`config.mk`:
```
export PLATFORM = sky130hd
export DESIGN_NAME = note_sequencer
export DESIGN_NICKNAME = d
export VERILOG_FILES = /design/src/rtl/note_seq_pkg.sv /design/src/rtl/note_sequencer_tone_gen.sv /design/src/rtl/note_sequencer.sv
export SDC_FILE = /design/constraint.sdc
export NUM_CORES = 1
export LEC_CHECK = 0
export BUFFER_PORTS_ARGS = -buffer_cell sky130_fd_sc_hd__clkbuf_2
export CAP_MARGIN = 10
export CORE_ASPECT_RATIO = 0.9
export CORE_MARGIN = 5
export CORE_UTILIZATION = 63
export CTS_CLUSTER_DIAMETER = 200
export CTS_CLUSTER_SIZE = 14
export DETAILED_ROUTE_END_ITERATION = 10
export PLACE_DENSITY = 0.86
export SYNTH_ARGS = -nofsm -noshare
export SYNTH_HDL_FRONTEND = slang
export SYNTH_SLANG_ARGS = --single-unit
```
`constraint.sdc`:
```
create_clock -name CLK -period 4.7 [get_ports CLK]
set_input_delay 0.47 -clock CLK [delete_from_list [all_inputs] [get_ports CLK]]
set_output_delay 0.47 -clock CLK [all_outputs]
set_load 0.005 [all_outputs]
```
`src/rtl/note_seq_pkg.sv`:
```
// note_seq_pkg: shared types and helpers for the note sequencer.
// Holds the sequencer state enum, the requester count and index type,
// and a counter-width helper used to size the prescaler and gap counters.
package note_seq_pkg;

  localparam int NUM_REQ = 2;

  // Index of one requester (NUM_REQ = 2, so a single bit).
  typedef logic [0:0] req_idx_t;

  typedef enum logic [1:0] {
    IDLE = 2'd0,
    PLAY = 2'd1,
    GAP  = 2'd2
  } state_t;

  // Width needed to hold counts 0..n-1, never less than one bit.
  function automatic int cnt_w(input int n);
    return (n <= 2) ? 1 : $clog2(n);
  endfunction

endpackage

```
`src/rtl/note_sequencer_tone_gen.sv`:
```
// tone_gen: square-wave generator for one note.
// Ports: CLK, RST (async, active-high); en counts this cycle; restart clears the
// counter and output (wins over en); half = half-period in clocks (0 = rest); SPEAKER = tone.
module tone_gen #(
  parameter int PERIOD_W = 22
) (
  input  logic                CLK,
  input  logic                RST,
  input  logic                en,
  input  logic                restart,
  input  logic [PERIOD_W-1:0] half,
  output logic                SPEAKER
);

  logic [PERIOD_W-1:0] cnt;

  // The counter only ever reaches half-1, so it never wraps.
  // half == 0 is a rest: the output is held low and the counter stays at 0.
  always_ff @(posedge CLK or posedge RST) begin
    if (RST) begin
      cnt     <= '0;
      SPEAKER <= 1'b0;
    end else if (restart) begin
      cnt     <= '0;
      SPEAKER <= 1'b0;
    end else if (en && (half != '0)) begin
      if (cnt == half - PERIOD_W'(1)) begin
        cnt     <= '0;
        SPEAKER <= ~SPEAKER;
      end else begin
        cnt <= cnt + PERIOD_W'(1);
      end
    end
  end

endmodule

```
`src/rtl/note_sequencer.sv`:
```
// note_sequencer: arbitrates notes from two requesters and plays each as a timed
// square wave followed by a silent gap. Ports: CLK, RST (async, active-high); per-requester
// REQ_VALID/REQ_READY/REQ_PERIOD/REQ_DUR; SPEAKER, BUSY, GRANT (one-hot), NOTE_DONE.
// Define NOTE_SEQ_RR_EN for round-robin arbitration; otherwise requester 0 has fixed priority.
module note_sequencer
  import note_seq_pkg::*;
#(
  parameter int CLK_HZ     = 50_000_000,
  parameter int PERIOD_W   = 22,
  parameter int DUR_W      = 16,
  parameter int GAP_CYCLES = 500_000
) (
  input  logic                        CLK,
  input  logic                        RST,
  input  logic [NUM_REQ-1:0]          REQ_VALID,
  output logic [NUM_REQ-1:0]          REQ_READY,
  input  logic [NUM_REQ*PERIOD_W-1:0] REQ_PERIOD,
  input  logic [NUM_REQ*DUR_W-1:0]    REQ_DUR,
  output logic                        SPEAKER,
  output logic                        BUSY,
  output logic [NUM_REQ-1:0]          GRANT,
  output logic                        NOTE_DONE
);

  // CLK_HZ must be at least 1000 so that one millisecond is at least one clock.
  localparam int MS_CYCLES = CLK_HZ / 1000;
  localparam int GAP_EFF   = (GAP_CYCLES < 1) ? 1 : GAP_CYCLES;
  localparam int PRE_W     = cnt_w(MS_CYCLES);
  localparam int GAP_W     = cnt_w(GAP_EFF);

  localparam logic [PRE_W-1:0] PRE_MAX = PRE_W'(MS_CYCLES - 1);
  localparam logic [GAP_W-1:0] GAP_MAX = GAP_W'(GAP_EFF - 1);

  state_t              state;
  logic [PERIOD_W-1:0] half_q;
  logic [DUR_W-1:0]    rem_ms;
  logic [PRE_W-1:0]    pre_cnt;
  logic [GAP_W-1:0]    gap_cnt;

  req_idx_t            pick;
  logic                any_vld;
  logic                accept;
  logic                play_end;
  logic [PERIOD_W-1:0] sel_half;
  logic [DUR_W-1:0]    sel_dur;

  // ---------------------------------------------------------------------------
  // Arbiter
  // ---------------------------------------------------------------------------
`ifdef NOTE_SEQ_RR_EN
  // Last requester granted; reset to 1 so requester 0 wins the first contest.
  req_idx_t last_idx;

  always_comb begin
    any_vld = |REQ_VALID;
    if (&REQ_VALID) begin
      pick = ~last_idx;
    end else begin
      pick = REQ_VALID[0] ? req_idx_t'(0) : req_idx_t'(1);
    end
  end

  always_ff @(posedge CLK or posedge RST) begin
    if (RST) begin
      last_idx <= req_idx_t'(1);
    end else if (accept) begin
      last_idx <= pick;
    end
  end
`else
  always_comb begin
    any_vld = |REQ_VALID;
    pick    = REQ_VALID[0] ? req_idx_t'(0) : req_idx_t'(1);
  end
`endif

  // Ready is offered only in IDLE and never while reset is asserted, so a
  // requester cannot see a handshake that the reset flops would then ignore.
  always_comb begin
    REQ_READY = '0;
    if (!RST && (state == IDLE) && any_vld) begin
      REQ_READY = NUM_REQ'(1) << pick;
    end
  end

  assign accept = |(REQ_VALID & REQ_READY);

  assign sel_half = pick[0] ? REQ_PERIOD[PERIOD_W +: PERIOD_W] : REQ_PERIOD[0 +: PERIOD_W];
  assign sel_dur  = pick[0] ? REQ_DUR[DUR_W +: DUR_W]          : REQ_DUR[0 +: DUR_W];

  // Last PLAY cycle: final prescaler tick of the final millisecond.
  assign play_end = (state == PLAY) && (pre_cnt == PRE_MAX) && (rem_ms == DUR_W'(1));

  // ---------------------------------------------------------------------------
  // Sequencer FSM, duration and gap counters
  // ---------------------------------------------------------------------------
  always_ff @(posedge CLK or posedge RST) begin
    if (RST) begin
      state     <= IDLE;
      half_q    <= '0;
      rem_ms    <= '0;
      pre_cnt   <= '0;
      gap_cnt   <= '0;
      BUSY      <= 1'b0;
      GRANT     <= '0;
      NOTE_DONE <= 1'b0;
    end else begin
      NOTE_DONE <= 1'b0;
      case (state)
        IDLE: begin
          if (accept) begin
            GRANT   <= REQ_READY;
            BUSY    <= 1'b1;
            half_q  <= sel_half;
            rem_ms  <= sel_dur;
            pre_cnt <= '0;
            gap_cnt <= '0;
            if (sel_dur == '0) begin
              state     <= GAP;
              NOTE_DONE <= 1'b1;
            end else begin
              state <= PLAY;
            end
          end
        end

        PLAY: begin
          if (pre_cnt == PRE_MAX) begin
            pre_cnt <= '0;
            rem_ms  <= rem_ms - DUR_W'(1);
            if (rem_ms == DUR_W'(1)) begin
              state     <= GAP;
              NOTE_DONE <= 1'b1;
            end
          end else begin
            pre_cnt <= pre_cnt + PRE_W'(1);
          end
        end

        GAP: begin
          if (gap_cnt == GAP_MAX) begin
            state <= IDLE;
            BUSY  <= 1'b0;
            GRANT <= '0;
          end else begin
            gap_cnt <= gap_cnt + GAP_W'(1);
          end
        end

        default: begin
          state <= IDLE;
          BUSY  <= 1'b0;
          GRANT <= '0;
        end
      endcase
    end
  end

  // ---------------------------------------------------------------------------
  // Tone datapath
  // ---------------------------------------------------------------------------
  // Restarting on the last PLAY edge forces SPEAKER low for the whole gap.
  tone_gen #(
    .PERIOD_W (PERIOD_W)
  ) u_tone (
    .CLK     (CLK),
    .RST     (RST),
    .en      (state == PLAY),
    .restart (accept || play_end),
    .half    (half_q),
    .SPEAKER (SPEAKER)
  );

endmodule

```
==> summary.md <==
| Metric | Value |
|---|---|
| Status | `finished clean` |
| Ys Warns | `0` |
| Largest stage delay, worst path | `0.74 ns` |
| Placed cell count | `between 900 and 1000` |
| Clock transition at the registers of the reported paths | `~0.10 ns` |
| Worst path bufs/invs | `2` |
| Final setup TNS | `0 ns` |
| Pre-antenna DRT Iters | `7` |
| Final worst-path cycle share | `about four fifths` |
| Post-DRT Antenna Nets | `0` |
| Int Pwr | `around 1800 uW` |
| Crit Path Class | `reg -> reg` |
| Worst Hold Class | `in -> async` |
| Psw | `approximately 1200 uW` |
| Share of cells above drive strength 1 | `15.9%` |
| Vias in the first global route | `5511` |
| Drt wl/cell | `16.5 um` |
| # rows | `34` |
| Fmax achieved | `264 MHz` |
| Most instantiated library cell after synthesis | `dfrtp_1` |
| Slew headroom | `between 20% and 30%` |
| Yosys cell types | `59` |
| Area after DPL | `roughly 0.007 mm^2` |
| Core Area | `0.00974 mm^2` |
| EDFF count, synth | `0` |
| CTS H-tree depth | `3` |
| Drt initial violations | `about 580` |
| Slew Limit Fails | `0` |
| CP Launch Type | `register` |
| FFs w/ async S/R, synth | `100%` |
| CTS Root Cell | `clkbuf_8` |
| Final worst slack | `around 0.91 ns` |
| Mean post-synth cell area | `8.47 um^2` |
| Hold-fix buffers at CTS | `0` |
| Final Cell Area | `0.00700 mm^2` |
| Cells after Synth | `approximately 750` |
| Syn_nets | `approximately 830` |
| Tmin final | `3.79 ns` |
| Worst setup EP type | `register` |
| Largest net degree at the start of global routing | `56` |
| Comb pwr share | `34.6%` |
| CTS Sinks | `102` |
| Worst Tran Pin Value | `1.18 ns` |
| Post-CTS sizing | `0` |
| CTS tree | `yes` |
| Io pins | `87` |
| Clk buf depth | `2` |
| Count of final setup violators | `0` |
| Sw frac | `about 41%` |
| Synth top area share | `around two fifths` |
| Starting Density | `64.9%` |
| Die H | `~110 um` |
| Full die area | `approximately 0.012 mm^2` |
| CP most frequent cell | `inv_1` |
| Synth area leader | `dfrtp_1` |
| Gr usage total | `a little over a quarter` |
| Hold_ws | `0.199 ns` |
| Lkg Pwr | `approximately 0.0031 uW` |
| DR DRC count | `0` |
| Fin cells | `between 900 and 1000` |
| Final count of hold timing violations | `0` |
| Arrival time worst endpoint | `4.04 ns` |
| Avg Vias per Cell | `~6.2` |
| Worst Skew | `roughly 0.01 ns` |
| Power Density | `approximately 430 mW/mm^2` |
| Via count | `around 5800` |
| Max cap viols | `0` |
| CP cell instances | `inv_1 > ha_1 > inv_1 > or4_1 > nor4b_1 > nor3_1 > nor4_2 > o2111ai_1 > o21ai_2 > nor2_1` |
| Synth top cells by count | `dfrtp_1 (102), nand2_1 (97), nor2_1 (79), o21ai_0 (78), mux2i_1 (33)` |
| Flop pwr share | `between 40% and 50%` |
| Post-CTS Setup Bufs | `0` |
| Layout overhead on the synthesized area | `10.6%` |
| Port buffer count | `86` |
| Clk pwr share | `17.9%` |
| Cell Area, Synth | `around 0.0063 mm^2` |
| Ant diodes | `0` |
| Main area contributors after synthesis | `dfrtp_1 (40%), o21ai_0 (6.2%), nand2_1 (5.8%)` |
| Critical-path top delay cell | `o21ai_2` |
| Global route total overflow | `0` |
| Initial antenna violation count | `0` |
| First-pass GRT wire length | `~26000 um` |
| DP Wirelength | `~11000 um` |
| Worst skew pair latency | `about 0.38 ns` |
| RSZ-0062 raised after global routing | `no` |
| NumNets Final | `between 800 and 900` |
| Worst path required time | `~5.0 ns` |
| Routability cong. | `0.919` |
| Pre-CTS setup slack | `a little over 0.9 ns` |
| Die Width | `between 100 and 150 um` |
| Crit-path leading delay family | `simple AND/OR/NAND/NOR gates` |
| CP max FO | `16` |
| Post-synthesis register bit count | `102` |
| Synth Flop Type | `dfrtp_1` |
| Sequential fraction of the synthesis area | `40.3%` |
| CTS buffer count | `9` |
| Overall routed net length | `15500 um` |
| Max IR drop VDD | `0.246 mV` |
==> cells in the final DEF (no fill, tap or decap), types with 5 or more instances in the layout <==
cell type / count
dfrtp_1: 102
xnor2_1: 29
o21ai_0: 78
clkbuf_2: 86
nand3_1: 28
or3_1: 8
nor3_1: 25
o31ai_1: 5
nor2b_1: 5
ha_1: 6
and3_1: 15
nand2_1: 97
a21o_1: 7
clkbuf_8: 10
nor4_2: 6
inv_1: 17
or4_1: 9
nor2_1: 78
mux2_2: 6
nand2b_1: 5
nor4_1: 12
o41ai_1: 5
nand4_1: 17
xor2_1: 25
mux2i_1: 33
buf_4: 7
a21oi_1: 32
==> state kept, by name (all words and copies together) (netlist names) <==
signal / cells
rem_ms: 16
NOTE_DONE: 1
pre_cnt: 16
half_q: 22
gap_cnt: 19
u_tone.SPEAKER: 1
state: 2
BUSY: 1
u_tone.cnt: 22
GRANT: 2
==> power by group through the flow <==
stage / Sequential, uW / Combinational (uW) / Clock, uW
after floorplan: 1310 / 872 / 0
after global placement: 1420 / 991 / 0
after detailed placement: 1440 / 1040 / 0
after CTS: 1430 / 1040 / 544
after global routing: 1480 / 1180 / 576
final: 1440 / 1040 / 541
==> per-stage QoR <==
stage	total power (uW)	utilization (%)
finish	3020	71.8
detailed placement	2480	70.0
global route	3240	71.8
CTS	3010	71.8
floorplan	2190	-
global placement	2410	70.0
==> cell type report <==
cell class | instances | area [um^2]
fillers | 757 | 2740
multi-input cells | 588 | 3550
well taps | 126 | 158
clock inverters | 5 | 43.8
repair buffers | 93 | 483
clock buffers | 10 | 138
inverters | 18 | 70.1
flip-flops and latches | 102 | 2550
==> worst reg2reg max path, delay by kind of cell (launching register included) <==
kind / cells / cell delay [ns]
AND/OR/NAND/NOR: 5 / 1.39
buffers and inverters: 2 / 0.21
adder cells (fa/ha/maj): 1 / 0.34
AO/OA/AOI/OAI: 2 / 1.27
flip-flops: 1 / 0.46
==> routing by layer <==
metal	wire length, um	GRT usage [%]
met1	6750	35.9
met2	7500	41.6
met3	978	5.66
met4	294	7.62
met5	0	0
==> cells by family after synthesis <==
family,synth area share (%)
xor+xnor,7.47
compound gates,14.9
fa+ha+maj,1.19
buf+inv,3.64
mux,6.29
simple gates,26.2
flops,40.3
==> final timing paths <==
path,slack [ns],endpoint,from,depth (start not counted)
worst min register to register,0.49,GRANT[1],GRANT[1],1
max in group asynchronous,3.44,pre_cnt[2],RST,3
worst max register to register,0.91,u_tone.cnt[14],half_q[0],10
worst min-delay path,0.20,gap_cnt[4],RST,2
worst max-delay path,0.91,u_tone.cnt[14],half_q[0],10
min in group CLK,0.37,half_q[14],REQ_PERIOD[36],3
Note: power is estimated with default switching activity, not from simulation.
